--- src/rtl/nibble_serial_adder.sv ---
// Serial WIDTH-bit adder built around one 4-bit lookahead slice.
// It adds one nibble per cycle, LSB first, and keeps the slice carry in a register.
module nibble_serial_adder #(
    parameter int WIDTH = 16
) (
    input  logic             clk,
    input  logic             rst,
    input  logic             in_valid,
    output logic             in_ready,
    input  logic [WIDTH-1:0] a,
    input  logic [WIDTH-1:0] b,
    input  logic             cin,
    output logic             out_valid,
    input  logic             out_ready,
    output logic [WIDTH-1:0] sum,
    output logic             cout,
    output logic             overflow,
    output logic             busy
);

    localparam int N  = WIDTH / 4;
    localparam int IW = (N > 1) ? $clog2(N) : 1;

    typedef enum logic [1:0] {
        IDLE,
        RUN,
        DONE
    } state_t;

    state_t state, state_n;

    logic [WIDTH-1:0] a_sh;
    logic [WIDTH-1:0] b_sh;
    logic             carry;
    logic [IW-1:0]    idx;
    logic             last;

    logic [3:0] p;
    logic [3:0] g;
    logic [3:0] s4;
    logic       c1, c2, c3, c4;

    assign last = (idx == IW'(N - 1));

    // Lookahead slice on the current low nibble of the operand shifters.
    always_comb begin
        p  = a_sh[3:0] ^ b_sh[3:0];
        g  = a_sh[3:0] & b_sh[3:0];
        c1 = g[0] | (p[0] & carry);
        c2 = g[1] | (p[1] & g[0]) | (p[1] & p[0] & carry);
        c3 = g[2] | (p[2] & g[1]) | (p[2] & p[1] & g[0])
           | (p[2] & p[1] & p[0] & carry);
        c4 = g[3] | (p[3] & g[2]) | (p[3] & p[2] & g[1])
           | (p[3] & p[2] & p[1] & g[0])
           | (p[3] & p[2] & p[1] & p[0] & carry);
        s4 = p ^ {c3, c2, c1, carry};
    end

    // State register.
    always_ff @(posedge clk or posedge rst) begin
        if (rst) state <= IDLE;
        else     state <= state_n;
    end

    // Next-state and handshake outputs.
    always_comb begin
        state_n   = state;
        in_ready  = 1'b0;
        out_valid = 1'b0;
        busy      = 1'b0;
        unique case (state)
            IDLE: begin
                in_ready = 1'b1;
                if (in_valid) state_n = RUN;
            end
            RUN: begin
                busy = 1'b1;
                if (last) state_n = DONE;
            end
            DONE: begin
                busy      = 1'b1;
                out_valid = 1'b1;
                if (out_ready) state_n = IDLE;
            end
            default: state_n = IDLE;
        endcase
    end

    // Operand shifters, carry chain, index and result registers.
    always_ff @(posedge clk or posedge rst) begin
        if (rst) begin
            a_sh     <= '0;
            b_sh     <= '0;
            carry    <= 1'b0;
            idx      <= '0;
            sum      <= '0;
            cout     <= 1'b0;
            overflow <= 1'b0;
        end else begin
            if (state == IDLE && in_valid) begin
                a_sh  <= a;
                b_sh  <= b;
                carry <= cin;
                idx   <= '0;
            end else if (state == RUN) begin
                sum[{idx, 2'b00} +: 4] <= s4;
                a_sh  <= a_sh >> 4;
                b_sh  <= b_sh >> 4;
                carry <= c4;
                idx   <= idx + IW'(1);
                if (last) begin
                    cout     <= c4;
                    overflow <= c3 ^ c4;
                end
            end
        end
    end

endmodule

--- config.mk ---
export PLATFORM = sky130hd
export DESIGN_NAME = nibble_serial_adder
export DESIGN_NICKNAME = d
export VERILOG_FILES = /design/src/rtl/nibble_serial_adder.sv
export SDC_FILE = /design/constraint.sdc
export NUM_CORES = 1
export LEC_CHECK = 0
export CAP_MARGIN = 20
export CORE_MARGIN = 2
export CORE_UTILIZATION = 31
export DETAILED_ROUTE_END_ITERATION = 8
export HOLD_SLACK_MARGIN = 0.05
export MAX_ROUTING_LAYER = met4
export PLACE_DENSITY = 0.61
export SLEW_MARGIN = 25
export SYNTH_ARGS = -nofsm -noshare
export SYNTH_HDL_FRONTEND = slang
export SYNTH_SLANG_ARGS = --single-unit
--- constraint.sdc ---
create_clock -name clk -period 1.9 [get_ports clk]
set_input_delay 0.38 -clock clk [delete_from_list [all_inputs] [get_ports clk]]
set_output_delay 0.38 -clock clk [all_outputs]
set_load 0.02 [all_outputs]
After elaboration in Yosys (flattened, before gate mapping)
Cells that the tools add are included.
{ "totals": {"register_bits": 55, "word_cells": 72} }
{ "op_classes": {"addsub": 2, "n_eq_ne": 6, "n_shift": 2, "mux": 16, "bitwise": 31, "n_reduce_logical": 7} }
{ "op_table": {"columns": ["op", "n"], "rows": [
  ["$mux 16", 4],
  ["$and 1x1->1", 16],
  ["$bwmux 16", 1],
  ["$shift 4x6->16 const A", 1],
  ["$shiftx 4x6->16", 1],
  ["$mux 2", 5],
  ["$or 1x1->1", 10],
  ["$xor 4x4->4", 2],
  ["$ne 2x2->1 const B", 3],
  ["$neg 4->6", 1],
  ["$pmux 2 s3", 1],
  ["$reduce_and 3->1", 2],
  ["$mux 1", 5],
  ["$and 4x4->4", 1],
  ["$eq 2x2->1 const B", 2],
  ["$add 2x1->2 const B", 1],
  ["$eq 2x1->1 const B", 1],
  ["$logic_not 2->1", 1],
  ["$reduce_and 2->1", 1],
  ["$reduce_bool 2->1", 1],
  ["$reduce_or 2->1", 1],
  ["$logic_and 1x1->1", 1],
  ["$not 1->1", 1],
  ["$xor 1x1->1", 1]
]} }

Depth between registers and ports, before layout
Gate-level depths: netlist of the first run.
{ "logic_depth": {"ltp_word": 8, "depth_mapped": 8, "mapped_depth_nobuf": 6} }

Worst setup path after synthesis of the first run
No wires, ideal clock.
{ "synth_path": {"path_type": "register to register", "startpoint": "register a_sh[0]", "endpoint": "register sum[3]", "setup_ps": 121, "t_arrival_ps": 1475, "required_ps": 1779, "path_slack_ps": 304, "path_stages_with_launch": 6, "synth_period_minus_slack_ps": 1596, "cell_sequence": "dfrtp_1 -> ha_1 -> a211oi_2 -> o21bai_4 -> xor2_2 -> a22o_1"} }
{ "synth_via": {"elab_chain_cells": 7} }
{ "synth_rtl": {"columns": ["element", "line", "text"], "rows": [
  ["from (decl)", "32", "logic [WIDTH-1:0] a_sh;"],
  ["from (signal assigned)", "107", "a_sh <= a_sh >> 4;"],
  ["$and 4x4->4 or $xor 4x4->4 (tied branches)", "48, 47", null],
  ["$and 1x1->1 (on tied branches)", "50, 51, 52", null],
  ["$or 1x1->1, or another cell as far along", "50", "c2 = g[1] | (p[1] & g[0]) | (p[1] & p[0] & carry);"],
  ["$or 1x1->1 (on tied branches)", "50, 52", null],
  ["$xor 4x4->4 (*)", "56", "s4 = p ^ {c3, c2, c1, carry};"],
  ["$shiftx 4x6->16 (*)", "106", "sum[{idx, 2'b00} +: 4] <= s4;"],
  ["$bwmux 16 (*)", "106", null],
  ["to (signal assigned)", "96", "sum <= '0;"],
  ["to (signal, indexed assignment)", "106", null],
  ["to (decl)", "15", "output logic [WIDTH-1:0] sum,"]
]} }
Every way passes the cells marked *; elsewhere a longest branch is shown, timed or not.
A chain may end at the register's enable or synchronous reset.

Worst setup path in the final report of the first run
{ "layout_path": {"startpoint": "register state[0]", "endpoint": "output in_ready"} }
{ "layout_via": {"elab_chain_cells": 2} }
{ "layout_rtl": {"columns": ["element", "line", "text"], "rows": [
  ["from (decl)", "30", "state_t state, state_n;"],
  ["from (signal assigned)", "62", "else state <= state_n;"],
  ["$logic_not 2->1", "71", "unique case (state)"],
  ["$mux 1", "71", null],
  ["to (decl)", "9", "output logic in_ready,"]
]} }
No other way between the ends.

==> summary.md, run 1 <==
The run finished with clean final reports. The die covers 9360 um^2. The post-route netlist has 6.80% of its cells at a drive strength greater than 1. Compared with the post-synthesis result, the final layout area differs by 30.1%. The DRC violations left is 0. Cell internal power was estimated by the tool at 0.00333 W. The area of the core is 8260 um^2. The leading cell type in the layout, fill and taps excluded was sky130_fd_sc_hd__dfrtp_1. Static timing analysis puts the maximum clock frequency at 0.573 GHz. The total of buffers placed on input and output ports works out to 57. The tree is rooted in a sky130_fd_sc_hd__clkbuf_8. The register bit count reported by yosys came out at 55. Via count of the first global-routing pass: 1892.

The worst min-delay path category was in2async. For the clock tree skew after final layout, the log shows 0.0110 ns. Synthesis produced a netlist with a net count of 302. Total buffers and inverters traversed by the critical path: 2. The synthesized design devotes to its leading area cell type 51.6% of total area.

The number of antenna violations at the first check in global routing came out at 0. Setup repair after global routing left no endpoint under its margin. The run gives 0 as the final hold violation count. At the pin with the least slew margin, the transition time is 0.462 ns. The detail route stage leaves a number of antenna-violating nets equal to 0. At the end of the flow the core is filled with cells to 42.0%. The biggest area contributor in the post-synthesis netlist is sky130_fd_sc_hd__dfrtp_1.

The global-route usage over all layers was 12.3%. The largest net degree at the start of global routing is 69. The final sum of negative setup slack is 0 ns. After synthesis, flip-flops and latches occupy 51.6% of the total area. Setup-violating endpoint count in the final report: 0. The switching share of power is 40.6%, and the die boundary width is 96.7 um. The pre-antenna-repair detailed-routing pass consisted of 4 iterations. The number of antenna diodes in the final layout is 0. The total via count after detailed routing is 1918. For this design the ratio of total power to cell area is 1620 nW/um^2.

The run gives 0 as the cts-stage hold buffer count. In the synthesized netlist, the number of instances is 251. The H-tree was split into 2 levels. The clock reaches the later pin of the worst-skew pair after 0.31 ns.

The average size of a mapped cell works out to 10.6 um^2. The number of clock buffers added by TritonCTS is 5. The part of the power in registers is 35.9%. The critical path goes through inv_1 > ha_1 > dlygate4sd2_1. After clock tree synthesis, the clock-pin slew on the worst setup and hold paths is 0.10 ns. Headroom to the max-slew limit came out at 69.2%.

Per report_power, the clock group accounts for 12.3% of the total. After detailed routing, the total wire length is 5360 um. The worst path needs 1.75 ns of the cycle, external delays included. For this design, the slowest cell found on the critical path is sky130_fd_sc_hd__dfrtp_1. The share of synthesized registers carrying an async set or reset works out to 100%.

The most common flop cell mapped by yosys was sky130_fd_sc_hd__dfrtp_1. Along the worst path, the maximum fanout reaches 4. 58 I/O pins were placed.

The busiest layer in global routing is met2. The die outline height was 96.7 um. By area the synthesized netlist is led by sky130_fd_sc_hd__dfrtp_1 52%, sky130_fd_sc_hd__mux2i_1 9.8%, sky130_fd_sc_hd__o21ai_0 6.9%. The run gives 1.51 nW as the cell leakage power.

TritonCTS built the clock tree. The DRC marker count from the first detailed-route iteration was 87. The Yosys step of the flow raised 0 warnings. In this design, the stage delay of the slowest critical-path cell is 0.39 ns. The worst setup path is launched from a register. The required time of the critical path was 1.52 ns; the endpoint arrival time on the critical path was 1.37 ns. After synthesis the cells add up to 2670 um^2.

The number of flops mapped to enable cells by yosys is 0, and the final-layout fill cell count is 836. Across the run, the number of max-cap violations was 0. The first global-routing pass estimated 9240 um of wire.

The total number of clock tree sinks was 55; the register-to-register setup slack was 0.19 ns. The worst reg-to-reg path cell count came out at 5. STA classifies the critical path endpoint as a primary output. Global routing finished with a remaining overflow of 0. The critical path is of the reg2out type. The average wire per standard cell is 12.9 um. In this run the critical register-to-register path is launched from a_sh[0]$_DFFE_PP0P_.

The share of total power dissipated in combinational logic is 51.9%. Global routing consumed, on the met1 layer, 16.3% of the routing resources. The run gives 3.40% as the met3 capacity usage during global routing. In this run, distinct cell masters in the synthesized netlist total 30. The final critical path takes up 91.9% of the cycle. The net count reported at finish is 359. Grouping stages by cell kind, the critical path spends the most delay in buffers and inverters. The run gives 18.6% as the routing usage on met2. The estimated wirelength of the detail-placed design was 3860 um; the worst ir drop on vdd was 0.462 mV. The initialized floorplan defines 33 standard-cell rows. The final weighted congestion in routability-driven placement was 0.815. The endpoint of the lowest-slack register-to-register path was sum[7]$_DFFE_PP0P_.

Final number of max-transition violations: 0. The maximum root-to-sink buffer count is 2. Once the floorplan was initialized, standard cells occupied 32.3% of the core. In the routed layout, each cell is associated on average with a via count of 4.63.

The top cell types in the final layout, fill and taps aside, are 55 x sky130_fd_sc_hd__dfrtp_1, 54 x sky130_fd_sc_hd__clkdlybuf4s50_1, 45 x sky130_fd_sc_hd__nand2_1. For the net switching power figure, the log shows 0.00228 W.
-- stage by stage --
step	power, W	hold WS, ns	setup WS [ns]	std cells	area (um^2)
global route	0.00608	0.460	0.00249	414	3470
finish	0.00561	0.428	0.154	414	3470
CTS	0.00568	0.444	0.136	414	3470
global placement	0.00495	0.472	0.261	406	3370
detailed placement	0.00501	0.478	0.204	406	3370
floorplan	0.00404	0.495	0.177	251	2670
-- state kept, by name, indices dropped and copies added (netlist names) --
| name | count |
|---|---|
| a_sh | 16 |
| b_sh | 16 |
| carry | 1 |
| cout | 1 |
| idx | 2 |
| overflow | 1 |
| state | 2 |
| sum | 16 |
-- synth_stat cells, types with 2 or more instances --
library cell	number
sky130_fd_sc_hd__nand3_1	3
sky130_fd_sc_hd__a21oi_1	2
sky130_fd_sc_hd__nand2b_1	9
sky130_fd_sc_hd__dfrtp_1	55
sky130_fd_sc_hd__o31ai_1	2
sky130_fd_sc_hd__o21ai_1	2
sky130_fd_sc_hd__xor2_1	2
sky130_fd_sc_hd__nor2_1	7
sky130_fd_sc_hd__o21ai_0	37
sky130_fd_sc_hd__xnor2_1	2
sky130_fd_sc_hd__nand2_1	45
sky130_fd_sc_hd__a22o_1	13
sky130_fd_sc_hd__ha_1	13
sky130_fd_sc_hd__buf_4	3
sky130_fd_sc_hd__buf_2	6
sky130_fd_sc_hd__clkbuf_1	4
sky130_fd_sc_hd__inv_1	8
sky130_fd_sc_hd__mux2i_1	26
-- area by class of cell --
cell class | instances | area, um^2 | share of cell area [%]
clock buffers | 6 | 82.6 | 2.38
clock inverters | 2 | 16.3 | 0.469
inverters | 8 | 30.0 | 0.865
multi-input cells | 175 | 1200 | 34.5
flip-flops and latches | 55 | 1380 | 39.7
well taps | 105 | 131 | 3.79
repair buffers | 63 | 637 | 18.4
-- cells by family (layout without fill, tap and decap cells) --
family / after synthesis / count (layout) / share of synthesized area [%]
compound gates: 61 / 61 / 14.7
mux: 26 / 26 / 9.76
buf+inv: 21 / 79 / 3.66
fa+ha+maj: 14 / 14 / 6.85
simple gates: 69 / 69 / 11.5
xor+xnor: 5 / 5 / 1.92
flops: 55 / 55 / 51.6
-- worst register-to-register path: stages (launching register included) --
cell and delay, ns:
sky130_fd_sc_hd__dfrtp_1 0.43, sky130_fd_sc_hd__ha_1 0.35, sky130_fd_sc_hd__a211oi_2 0.30, sky130_fd_sc_hd__o21bai_4 0.13, sky130_fd_sc_hd__xor2_2 0.18, sky130_fd_sc_hd__a22o_1 0.22
-- power groups by stage --
| stage | Clock (W) | Sequential (W) | Combinational (W) |
|---|---|---|---|
| finish | 0.000687 | 0.00201 | 0.00291 |
| global route | 0.000763 | 0.00208 | 0.00323 |
| CTS | 0.000718 | 0.00202 | 0.00294 |
| detailed placement | 0 | 0.00204 | 0.00296 |
| global placement | 0 | 0.00203 | 0.00292 |
| floorplan | 0 | 0.00214 | 0.00190 |
-- how the worst max path moves through the flow --
| stage | startpoint | endpoint | slack, ns | depth (start not counted) |
|---|---|---|---|---|
| 3_5_place_dp | a_sh[0]$_DFFE_PP0P_ | sum[3]$_DFFE_PP0P_ | 0.20 | 5 |
| 4_1_cts | state[0]$_DFFE_PP0P_ | in_ready | 0.14 | 3 |
| 2_1_floorplan | rst | a_sh[0]$_DFFE_PP0P_ | 0.18 | 1 |
| 5_1_grt | state[1]$_DFFE_PP0P_ | state[1]$_DFFE_PP0P_ | 0.002 | 5 |
| 6_report | state[0]$_DFFE_PP0P_ | in_ready | 0.15 | 3 |
| 3_3_place_gp | state[0]$_DFFE_PP0P_ | in_ready | 0.26 | 3 |
-- routing by layer --
layer	up-vias	share of wire, %	wire length [um]
met5	-	0	0
met4	0	1.4	73
met3	7	4.5	242
met2	43	46	2450
met1	893	48	2600
li1	975	-	-
-- repair_timing --
item,CTS,global route
buffers inserted,0,0
endpoints found under the setup margin,3,0
resized for setup,3,0
(Power assumes the default switching activity.)
==> run 2, diff against run 1 <==
--- a/config.mk
+++ b/config.mk
@@ -5,6 +5,7 @@
 export SDC_FILE = /design/constraint.sdc
 export NUM_CORES = 1
 export LEC_CHECK = 0
+export ABC_AREA = 0
 export CAP_MARGIN = 20
 export CORE_MARGIN = 2
 export CORE_UTILIZATION = 31
@@ -12,6 +13,7 @@
 export HOLD_SLACK_MARGIN = 0.05
 export MAX_ROUTING_LAYER = met4
 export PLACE_DENSITY = 0.61
+export SKIP_LAST_GASP = 1
 export SLEW_MARGIN = 25
 export SYNTH_ARGS = -nofsm -noshare
 export SYNTH_HDL_FRONTEND = slang
==> results of run 2 <==
The final DEF is identical to that of run 1; final timing and power are the same.
==> run 3, diff against run 2 <==
==> constraint.sdc (replaced) <==
create_clock -name clk -period 1.9 [get_ports clk]
set_input_delay 0.38 -clock clk [delete_from_list [all_inputs] [get_ports clk]]
set_output_delay 0.38 -clock clk [all_outputs]
set_load 0.1 [all_outputs]
==> summary.md, run 3 (synthesis gave the netlist of run 1 again) <==
The run finished with clean final reports. The run gives 0 as the final number of max-transition violations. In the final timing run, aggregate negative setup slack is 0 ns. The library cells used most frequently in the layout, excluding fill and tap cells, are 55 x sky130_fd_sc_hd__dfrtp_1, 45 x sky130_fd_sc_hd__nand2_1, 37 x sky130_fd_sc_hd__o21ai_0.

Across the routed clock network, the largest skew measured is 0.0102 ns. Across all layers, the routed design uses 1933 vias. The number of antenna violations at the first check in global routing was 0. The net count of the finished layout is 360.

STA classifies the critical path endpoint as a register. Summed over all layers, the global routing overflow is 0. The die boundary width was 96.7 um.

The run gives 85 as the DRC marker count from the first detailed-route iteration. The tools report the met1 track demand over resource in global routing as 17.0%. Entering global routing, the biggest net connects 56 pins. TritonCTS built the clock tree. At the end of routability-driven placement, the weighted congestion stood at 0.807. The final critical path time including I/O delays and setup was 1.74 ns. Kind of launch point of the worst setup path: a register. The routing usage on met2 was 18.7%; the required time of the critical path was 2.08 ns. The initial utilization of the core area, before any placement, comes to 32.3%. The number of buffers added for setup after CTS was 0. The largest registers in the layout are a_sh x16, b_sh x16, sum x16. The tools report the count of instances resized after the clock tree is built as 0.

The worst min-delay path category is in2async. The maximum root-to-sink buffer count is 2, and the overall die area is 9360 um^2. For the standard cell area after detailed placement, the log shows 3510 um^2.

The leading cell type in the layout, fill and taps excluded was sky130_fd_sc_hd__dfrtp_1. The tools report the wire length of the first global-routing pass as 9470 um. Traced cell by cell, the critical path runs through ha_1 > a211oi_2 > o21bai_4 > xor2_2 > a22o_1. The global-route usage over all layers is 12.6%. The core region is 8260 um^2.

For this design, the sink count on the clock tree is 55. The total of buffers placed on input and output ports works out to 57. The largest single stage delay on the critical path is 0.43 ns. The clock tree synthesis step divided the H-tree into 2 levels. Headroom to the max-slew limit came out at 68.2%.

The start-to-end type of the worst setup path was reg2reg. The die outline height was 96.7 um; the met3 capacity usage during global routing was 4.19%. The insertion delay to the later sink of the worst-skew pair is 0.30 ns.

The root buffer cell chosen for the clock tree is sky130_fd_sc_hd__clkbuf_8. At the pin with the least slew margin, the transition time is 0.476 ns. The maximum fanout along the worst path is 4. After global routing, the most crowded layer is met2.

The register clock-pin slew on the reported worst setup and hold paths is 0.09 ns. Clock tree synthesis inserted a total of 5 buffers. The routed wire length was 5420 um. Hold repair after CTS inserted 0 buffers. The tool flagged a number of max-cap violations equal to 0. Cells with a size suffix above 1 make up 13.3% of the layout.

Per-cell via count in the routed design: 4.68. The setup-violating endpoint count in the final report was 0. The total inserted antenna cells is 0.

In the routed design, unresolved DRC markers number 0. The estimated wirelength of the detail-placed design is 3950 um, and the fraction of the cycle the final worst path needs is 91.7%. Via count of the first global-routing pass: 1907.

The largest individual stage delay along the critical path comes from the cell sky130_fd_sc_hd__dfrtp_1. The tools report the final hold violation count as 0. 58 I/O pins were placed. For the post-route antenna net violation count, the log shows 0. For the achievable frequency, the log shows 0.574 GHz. The area growth from synthesis to layout is 34.3%. Summing all non-filler instances in the final layout gives an area of 3580 um^2.

Setup repair after global routing left no endpoint under its margin. Data on the critical path arrives at its endpoint at 1.92 ns. The pre-antenna-repair detailed-routing pass consisted of 4 iterations. The average wire per standard cell was 13.1 um.

The initialized floorplan defines 33 standard-cell rows.
run 3: changes by cell type in the layout (fill, tap and decap cells not counted), moves of 3 or more:
cell | before | now
sky130_fd_sc_hd__clkdlybuf4s50_1 | 54 | 36
sky130_fd_sc_hd__dlygate4sd2_1 | 3 | 0
sky130_fd_sc_hd__buf_12 | 2 | 16
sky130_fd_sc_hd__buf_4 | 4 | 12
run 3: critical path, delay by kind of cell (launching register included):
kind / cells / cell delay (ns)
compound gates: 3 / 0.65
xor+xnor: 1 / 0.20
fa+ha+maj: 1 / 0.34
flops: 1 / 0.43
run 3: metrics by stage:
step           utilization [%]  worst slack (ns)  hold slack (ns)  cells
2_1_floorplan                -            0.0562            0.495    251
3_3_place_gp              42.5             0.221            0.500    407
3_5_place_dp              42.5             0.175            0.498    407
4_1_cts                   43.3             0.148            0.462    413
5_1_grt                   43.3             0.101            0.482    413
6_report                  43.3             0.159            0.452    413
run 3: area by class of cell:
cell class              instances  area (um^2)
repair buffers                 64          771
clock buffers                   6         72.6
inverters                       8         30.0
multi-input cells             175         1200
well taps                     105          131
fillers                       804         4680
flip-flops and latches         55         1380
run 3: worst paths after layout:
check | from | to | slack, ns | cells past startpoint
worst max-delay path | a_sh[0]$_DFFE_PP0P_ | sum[11]$_DFFE_PP0P_ | 0.16 | 5
worst min-delay path | rst | a_sh[10]$_DFFE_PP0P_ | 0.45 | 3
worst max register to register | a_sh[0]$_DFFE_PP0P_ | sum[11]$_DFFE_PP0P_ | 0.16 | 5
worst min register to register | sum[8]$_DFFE_PP0P_ | sum[8]$_DFFE_PP0P_ | 0.51 | 1
max in group asynchronous | rst | sum[5]$_DFFE_PP0P_ | 1.20 | 3
min in group clk | sum[8]$_DFFE_PP0P_ | sum[8]$_DFFE_PP0P_ | 0.51 | 1
run 3: metal layers:
metal	share of wire, %	wire length (um)
met1	49	2660
met5	0	0
met3	4.6	247
met2	46	2470
met4	0.90	49
Power of run 3 is not shown: default switching activity piles up to over one toggle a cycle in this logic, so the estimate is an artifact.
